--- config.mk ---
export PLATFORM = sky130hd
export DESIGN_NAME = door_ctrl_timed
export DESIGN_NICKNAME = d
export VERILOG_FILES = /design/src/rtl/door_pkg.sv /design/src/rtl/sync2.sv /design/src/rtl/door_ctrl_timed.sv
export SDC_FILE = /design/constraint.sdc
export NUM_CORES = 1
export LEC_CHECK = 0
export CAP_MARGIN = 40
export CELL_PAD_IN_SITES_DETAIL_PLACEMENT = 0
export CELL_PAD_IN_SITES_GLOBAL_PLACEMENT = 1
export CORE_AREA = 2 2 57 113
export CTS_CLUSTER_DIAMETER = 80
export CTS_CLUSTER_SIZE = 20
export DETAILED_ROUTE_END_ITERATION = 16
export DIE_AREA = 0 0 59 115
export PLACE_DENSITY = 0.81
export SLEW_MARGIN = 20
export SYNTH_ARGS = -nofsm -noshare
export SYNTH_HDL_FRONTEND = slang
export SYNTH_SLANG_ARGS = --single-unit
export TNS_END_PERCENT = 10
--- constraint.sdc ---
create_clock -name clk -period 2.2 [get_ports clk]
set_input_delay 0.55 -clock clk [delete_from_list [all_inputs] [get_ports clk]]
set_output_delay 0.55 -clock clk [all_outputs]
set_load 0.05 [all_outputs]
--- src/rtl/door_pkg.sv ---
// Shared types for the timed door controller.
// State codes are fixed because they appear on the external state port.
package door_pkg;

    localparam int DOOR_STATE_W = 3;

    typedef enum logic [DOOR_STATE_W-1:0] {
        CLOSED    = 3'd0,
        OPENING   = 3'd1,
        OPEN_HOLD = 3'd2,
        CLOSING   = 3'd3,
        STOPPED   = 3'd4,
        FAULT     = 3'd5
    } door_state_t;

    // Bit positions of the asynchronous inputs inside the synchroniser vector.
    localparam int IN_SENSOR    = 0;
    localparam int IN_ESTOP     = 1;
    localparam int IN_LIMIT_OPN = 2;
    localparam int IN_LIMIT_CLS = 3;
    localparam int IN_FAULT_CLR = 4;
    localparam int IN_W         = 5;

endpackage

--- src/rtl/sync2.sv ---
// Two-flop synchroniser for asynchronous level inputs, W bits wide.
module sync2 #(
    parameter int W = 1
) (
    input  logic         clk,
    input  logic         rst_n,
    input  logic [W-1:0] d,
    output logic [W-1:0] q
);

    logic [W-1:0] meta_d, meta_q;
    logic [W-1:0] sync_d, sync_q;

    // Shift the raw input through two stages; only the second stage is used.
    always_comb begin
        meta_d = d;
        sync_d = meta_q;
    end

    // Synchroniser stages, cleared by reset so the FSM starts with all inputs low.
    // NOTE: sequential state uses non-blocking assignments so every flop samples pre-edge values.
    always_ff @(posedge clk or negedge rst_n) begin
        if (!rst_n) begin
            meta_q <= '0;
            sync_q <= '0;
        end else begin
            meta_q <= meta_d;
            sync_q <= sync_d;
        end
    end

    assign q = sync_q;

endmodule

--- src/rtl/door_ctrl_timed.sv ---
// Automatic door controller with hold-open timer, reversal, e-stop recovery
// and a sticky fault state. Define DOOR_TRAVEL_TIMEOUT_EN to fault when a
// single opening or closing travel lasts TRAVEL_CYCLES cycles.
module door_ctrl_timed
    import door_pkg::*;
#(
    parameter int TIMER_W       = 16,
    parameter int HOLD_CYCLES   = 1000,
    parameter int TRAVEL_CYCLES = 5000
) (
    input  logic                    clk,
    input  logic                    rst_n,
    input  logic                    ena,
    input  logic                    sensor,
    input  logic                    estop,
    input  logic                    limit_open,
    input  logic                    limit_closed,
    input  logic                    fault_clr,
    output logic                    motor_open,
    output logic                    motor_close,
    output logic [DOOR_STATE_W-1:0] state,
    output logic                    fault
);

    // Reject illegal timer settings at elaboration.
    if (HOLD_CYCLES < 1 || HOLD_CYCLES > (2 ** TIMER_W) - 1 ||
        TRAVEL_CYCLES < 1 || TRAVEL_CYCLES > (2 ** TIMER_W) - 1) begin : g_bad_param
        $error("door_ctrl_timed: HOLD_CYCLES/TRAVEL_CYCLES out of range for TIMER_W");
    end

    localparam logic [TIMER_W-1:0] HOLD_VAL = TIMER_W'(HOLD_CYCLES);
`ifdef DOOR_TRAVEL_TIMEOUT_EN
    localparam logic [TIMER_W-1:0] TRAVEL_VAL = TIMER_W'(TRAVEL_CYCLES);
`endif

    logic [IN_W-1:0] in_raw, in_sync;
    logic            sensor_s, estop_s, lim_open_s, lim_closed_s, fault_clr_s;

    door_state_t        state_d, state_q;
    logic [TIMER_W-1:0] cnt_d, cnt_q;
    logic [TIMER_W-1:0] cnt_inc;
    logic               travel_timeout;

    assign in_raw = {fault_clr, limit_closed, limit_open, estop, sensor};

    sync2 #(.W(IN_W)) u_sync (
        .clk   (clk),
        .rst_n (rst_n),
        .d     (in_raw),
        .q     (in_sync)
    );

    assign sensor_s     = in_sync[IN_SENSOR];
    assign estop_s      = in_sync[IN_ESTOP];
    assign lim_open_s   = in_sync[IN_LIMIT_OPN];
    assign lim_closed_s = in_sync[IN_LIMIT_CLS];
    assign fault_clr_s  = in_sync[IN_FAULT_CLR];

    // Saturating increment and, when enabled, the travel-timeout compare.
    // The fault lands on the edge where the counter would reach TRAVEL_CYCLES,
    // so the motor is driven for exactly TRAVEL_CYCLES cycles.
    always_comb begin
        cnt_inc = (cnt_q == '1) ? cnt_q : cnt_q + 1'b1;
`ifdef DOOR_TRAVEL_TIMEOUT_EN
        travel_timeout = (cnt_inc == TRAVEL_VAL);
`else
        travel_timeout = 1'b0;
`endif
    end

    // Next state and counter: illegal code, estop, limit conflict, then per-state rules.
    // NOTE: every always_comb output gets a default first so no path can infer a latch.
    always_comb begin
        state_d = state_q;
        cnt_d   = cnt_q;
        if (ena) begin
            if (state_q == OPENING || state_q == CLOSING) begin
                cnt_d = cnt_inc;
            end
            if (state_q > FAULT) begin
                state_d = FAULT;
            end else if (estop_s && state_q != FAULT) begin
                state_d = STOPPED;
            end else if (lim_open_s && lim_closed_s) begin
                state_d = FAULT;
            end else begin
                case (state_q)
                    CLOSED: begin
                        if (sensor_s) state_d = OPENING;
                    end
                    OPENING: begin
                        if (lim_open_s) begin
                            state_d = OPEN_HOLD;
                            cnt_d   = HOLD_VAL;
                        end else if (travel_timeout) begin
                            state_d = FAULT;
                        end
                    end
                    OPEN_HOLD: begin
                        if (sensor_s) begin
                            cnt_d = HOLD_VAL;
                        end else if (cnt_q <= TIMER_W'(1)) begin
                            state_d = CLOSING;
                        end else begin
                            cnt_d = cnt_q - 1'b1;
                        end
                    end
                    CLOSING: begin
                        if (sensor_s)            state_d = OPENING;
                        else if (lim_closed_s)   state_d = CLOSED;
                        else if (travel_timeout) state_d = FAULT;
                    end
                    STOPPED: begin
                        // estop is known low here; a stop always recovers towards open.
                        if (lim_open_s) begin
                            state_d = OPEN_HOLD;
                            cnt_d   = HOLD_VAL;
                        end else begin
                            state_d = OPENING;
                        end
                    end
                    FAULT: begin
                        if (fault_clr_s && !estop_s) state_d = STOPPED;
                    end
                    default: state_d = FAULT;
                endcase
            end
            // Every fresh travel starts timing from zero.
            if (state_d != state_q && (state_d == OPENING || state_d == CLOSING)) begin
                cnt_d = '0;
            end
        end
    end

    // State and counter registers.
    always_ff @(posedge clk or negedge rst_n) begin
        if (!rst_n) begin
            state_q <= CLOSED;
            cnt_q   <= '0;
        end else begin
            state_q <= state_d;
            cnt_q   <= cnt_d;
        end
    end

    // Outputs decode straight from state so reset drops the motors without a clock.
    always_comb begin
        motor_open  = ena && (state_q == OPENING);
        motor_close = ena && (state_q == CLOSING);
        fault       = (state_q == FAULT);
        state       = state_q;
    end

endmodule

# [Yosys cells after proc, flatten, opt, wreduce, memory -nomap -nowiden]
# Index checks and enable logic that the tools add are counted.
[totals] register_bits=29 latch_bits=0 ram_bits=0 romBits=0 in_bits=8 wordCells=52 mem_count=0
[op_classes] addsub=2 multipliers=0 div=0 order_cmp=2 eq_ne=10 shifts=0 n_mux=23 n_bitwise=0 n_reduce_logical=11
[op_table] cell="2-to-1 mux 16 bit" count=9
[op_table] cell="2-to-1 mux 3 bit" count=11
[op_table] cell="one-hot mux 16 bit (2 select lines)" count=1
[op_table] cell="one-hot mux 3 bit (6 select lines)" count=1
[op_table] cell="adder 16 x 1 -> 16 bit (second input constant)" count=1
[op_table] cell="equality test 16 bit (second input constant)" count=1
[op_table] cell="less-or-equal comparator 16 x 1 -> 1 bit (second input constant)" count=1
[op_table] cell="subtractor 16 x 1 -> 16 bit (second input constant)" count=1
[op_table] cell="equality test 3 x 2 -> 1 bit (second input constant)" count=3
[op_table] cell="equality test 3 x 1 -> 1 bit (second input constant)" count=2
[op_table] cell="equality test 3 bit (second input constant)" count=2
[op_table] cell="logical AND 1 bit" count=6
[op_table] cell="greater-than comparator 3 bit (second input constant)" count=1
[op_table] cell="zero test 3 bit" count=1
[op_table] cell="inequality test 3 bit" count=1
[op_table] cell="inequality test 3 bit (second input constant)" count=1
[op_table] cell="logical OR 1 bit" count=2
[op_table] cell="2-to-1 mux 2 bit" count=1
[op_table] cell="OR reduction 2 bit" count=1
[op_table] cell="zero test 1 bit" count=1

# [Logic depth before layout (Yosys ltp)]
[depth] ltp_word=12 ltp_mapped=8

# [Modules after synthesis]
# From an unflattened synthesis, not the netlist that was laid out.
[hier_totals] hier_cells=290 area_unflattened_um2=2426.1
[by_module_without_submodules] mod="door_ctrl_timed" n_inst=1 cells_each=280 area_each_um2=2175.8 seq_area_each_um2=475.5
[by_module_without_submodules] mod="sync2" n_inst=1 cells_each=10 area_each_um2=250.2 seq_area_each_um2=250.2

# [Worst setup path before layout]
# Ideal clock, no wire load.
[synth_path] path_kind="flip-flop to output port" from="reg state_q[0] (netlist: state[0])" to="out motor_open" t_arrival_ps=1960 t_required_ps=1650 setup_slack_ps=-310 path_stages_with_launch=4 n_path_buf=1 path_cell_list="dfrtp_1 > buf_2 > or3b_1 > nor2_1"
[synth_via] elab_chain_len=2
[synth_lines] item="from (decl)" line="door_ctrl_timed.sv:39" text="door_state_t state_d, state_q;"
[synth_lines] item="from (signal assigned)" line="door_ctrl_timed.sv:141" text="state_q <= state_d;"
[synth_lines] item="equality test 3 x 1 -> 1 bit" line="door_ctrl_timed.sv:148" text="motor_open = ena && (state_q == OPENING);"
[synth_lines] item="logical AND 1 bit" line="door_ctrl_timed.sv:148"
[synth_lines] item="to (decl)" line="door_ctrl_timed.sv:19" text="output logic motor_open,"
# No other way between the ends.

# [Final worst setup path]
[layout_path] from="reg state_q[2] (netlist: state[2])" to="out motor_close"
[layout_via] elab_chain_len=2
[layout_lines] item="equality test 3 x 2 -> 1 bit" line="door_ctrl_timed.sv:149" text="motor_close = ena && (state_q == CLOSING);"
[layout_lines] item="logical AND 1 bit" line="door_ctrl_timed.sv:149"
[layout_lines] item="to (decl)" line="door_ctrl_timed.sv:20" text="output logic motor_close,"
# No other way between the ends.

==> results.toml <==
[logic_synthesis]
ys.flop_type = "dfrtp_1"
synth_warnings = 0
postSynthCellCount = 292
synth.avg_cell_area_sq_um = 8.12
synth_nets = 303
syn_area_sq_um = 2370
async_reset_ff_frac = 1.00
synth_top_cell_by_area = "dfrtp_1"
yosysTopAreaCellShare = 0.306
synth_seq_area_share = 0.306
synth_edf_count = 0
yosys_register_bits = 29
synth_area_leaders = "dfrtp_1 (31%), nand2_1 (3.6%), nor2_1 (3.6%), a21oi_1 (3.6%), o21ai_0 (3.6%)"
synth_cell_types = 65

[drt]
totalWireLength_um = 8150
vias = 2624
drt_first_iter_violations = 174
remaining_drc_errors = 0
wl_per_cell_um = 19.3
viasPerCell = 6.23
dr.pass1.iters = 5
ant_nets = 0

[setup_path]
start_kind = "register"
worstReg2RegEnd = "cnt_q[0]$_DFFE_PN0P_"
worstPathRequired_ps = 1650
regToRegSetupSlack_ps = 40
critPathMaxFanout = 10
crit_type = "reg2out"
end_kind = "primary output"
rr_startpoint = "cnt_q[5]$_DFFE_PN0P_"
worstPathArrival_ps = 1610
reg2regPathDepth = 8

[timing]
holdWs_ps = 346
min_period_over_period = 0.982
finalSetupViolations = 0
period_needed_ps = 2160
slew_violations = 0
final.setup_skew_ps = 5.54
rsz0062_at_grt = "true"
tns_ps = 0
hold_viol = 0
finalWorstSetupSlack_ps = 40.6
max_slew_margin = 0.638
tightest_slew_ps = 540
fmax_mhz = 463

[pwr]
power_density_nw_per_um2 = 1200
ir_worst_vdd_mv = 0.792
p_leak_nw = 1.35

[grt]
grt_antenna_before_repair = 0
grtUsageTotal = 0.253
grt_pass1_vias = 2580
grt_max_degree = 30
grt_overflow_total = 0
grt_pass1_wl_um = 13000

[hold_path]
hold_start = "u_sync.meta_q[0]$_DFF_PN0_"
min_to = "u_sync.q[0]$_DFF_PN0_"
hold_depth = 0
holdCritPathClass = "reg2reg"

[die]
core_sq_um = 5910
dieArea_sq_um = 6790
die_h_um = 115
io_pins = 14
die_w_um = 59
initial_core_util = 0.401
row_count = 40

[final_layout]
syn_to_final_growth_pct = 38.3
final_common_cell = "buf_4"
antenna_cells = 0
postLayoutCoreUtil = 0.555
final_cell_mix = "buf_4 (67), dfrtp_1 (24), nand2_1 (22), nor2_1 (22)"
drive_above_1_share = 0.310
finalNetCount = 368

[place]
port-buffer-count = 13
place.gp.congestion = 0.923
hpwl_um = 6160
place_ws_ps = -14.2

[clock_network]
cts_hold_buffers = 0
cts_tree = "yes"
cts.sinks = 29
clk_latency_ps = 280
htree_num_levels = 2
cts_made_buffers = 5
clock-root-buffer = "clkbuf_16"
cts_buffer_depth = 2
clk_pin_slew_worst_paths_ps = 50

[run]
drv_cap = 0

[outcome]
status = "finished clean"
[critical path: stages (launching register included)]
cell	delay (ps)
dfrtp_2	460
buf_4	190
nor2b_1	180
buf_4	150
and3_1	210
buf_12	150
[area by class of cell]
type                    instances  area, sq um
clock inverters                 3         65.1
well taps                      63         78.8
clock buffers                   5          125
flip-flops and latches         29          732
repair buffers                 78          644
inverters                      14         52.6
fillers                       542         2630
multi-input cells             229         1580
[registers in the layout, summed over array words and instances, names as in the netlist]
register / flops
u_sync.meta_q: 5
state: 3
cnt_q: 16
u_sync.q: 5
[report_power, final]
group	internal [mW]	leakage [nW]	switching, mW	total (mW)
logic	1.01	0.899	1.21	2.22
registers	0.651	0.359	0.182	0.834
clock network	0.646	0.0938	0.244	0.890
total	2.31	1.35	1.63	3.94
[worst max-delay path by stage]
stage	startpoint	endpoint	slack, ps	cells after the start
3_3_place_gp	cnt_q[6]$_DFFE_PN0P_	cnt_q[0]$_DFFE_PN0P_	-2	8
6_report	state[2]$_DFFE_PN0P_	motor_close	40	5
5_1_grt	cnt_q[5]$_DFFE_PN0P_	cnt_q[0]$_DFFE_PN0P_	-20	8
2_1_floorplan	state[0]$_DFFE_PN0P_	cnt_q[13]$_DFFE_PN0P_	-70	7
3_5_place_dp	state[0]$_DFFE_PN0P_	cnt_q[0]$_DFFE_PN0P_	-10	7
4_1_cts	state[2]$_DFFE_PN0P_	cnt_q[0]$_DFFE_PN0P_	30	8
[per-layer routing]
layer / part of all wire / track usage
met5: 0 / 0
met4: 0.030 / 0.114
met3: 0.053 / 0.0439
met2: 0.51 / 0.413
met1: 0.41 / 0.320
[cell usage after synthesis (2+ instances only)]
master and instances:
ha_1 3, xnor2_1 6, xor2_1 2, dfrtp_1 29, buf_2 8, or3b_1 3, nor2b_1 3, o21ai_0 17
a221o_1 2, o22ai_1 5, o31a_1 3, nor2_1 23, o211ai_1 3, a31oi_1 8, o32ai_1 3, buf_1 2
and2_1 5, o311ai_1 2, a21o_1 3, o21ai_1 2, nand2_1 23, a32oi_1 2, a211oi_1 2, and3_1 5
nor3b_1 4, nand3_1 11, a21oi_1 17, clkbuf_1 9, o31ai_1 6, inv_1 14, a2bb2oi_1 3, mux2i_1 2
nor3_1 11, nor4_1 4, nand4_1 8, o2bb2ai_1 4, a22o_1 4, or4_1 4
[kinds of logic after synthesis]
group | Yosys count | share of synthesized area
AO/OA/AOI/OAI | 99 | 0.303
XOR/XNOR | 8 | 0.0296
adder cells (fa/ha/maj) | 3 | 0.0158
buffers and inverters | 34 | 0.0612
flip-flops | 29 | 0.306
multiplexers | 2 | 0.00845
AND/OR/NAND/NOR | 117 | 0.276
[repair_timing]
item                                    4_1_cts  5_1_grt
hold endpoints to repair                      0        0
resized for setup                             1       18
cloned                                        0        0
endpoints found under the setup margin        1       17
buffers inserted                              0        3
pin swaps                                     1        5
[stage by stage]
stage / cell area [sq um] / total power [mW] / cells
floorplan: 2380 / 2.02 / 292
global placement: 2980 / 2.80 / 410
detailed placement: 2980 / 2.85 / 410
CTS: 3180 / 3.77 / 418
global route: 3280 / 4.17 / 421
finish: 3280 / 3.94 / 421
Power figures use the tool's default switching activity.
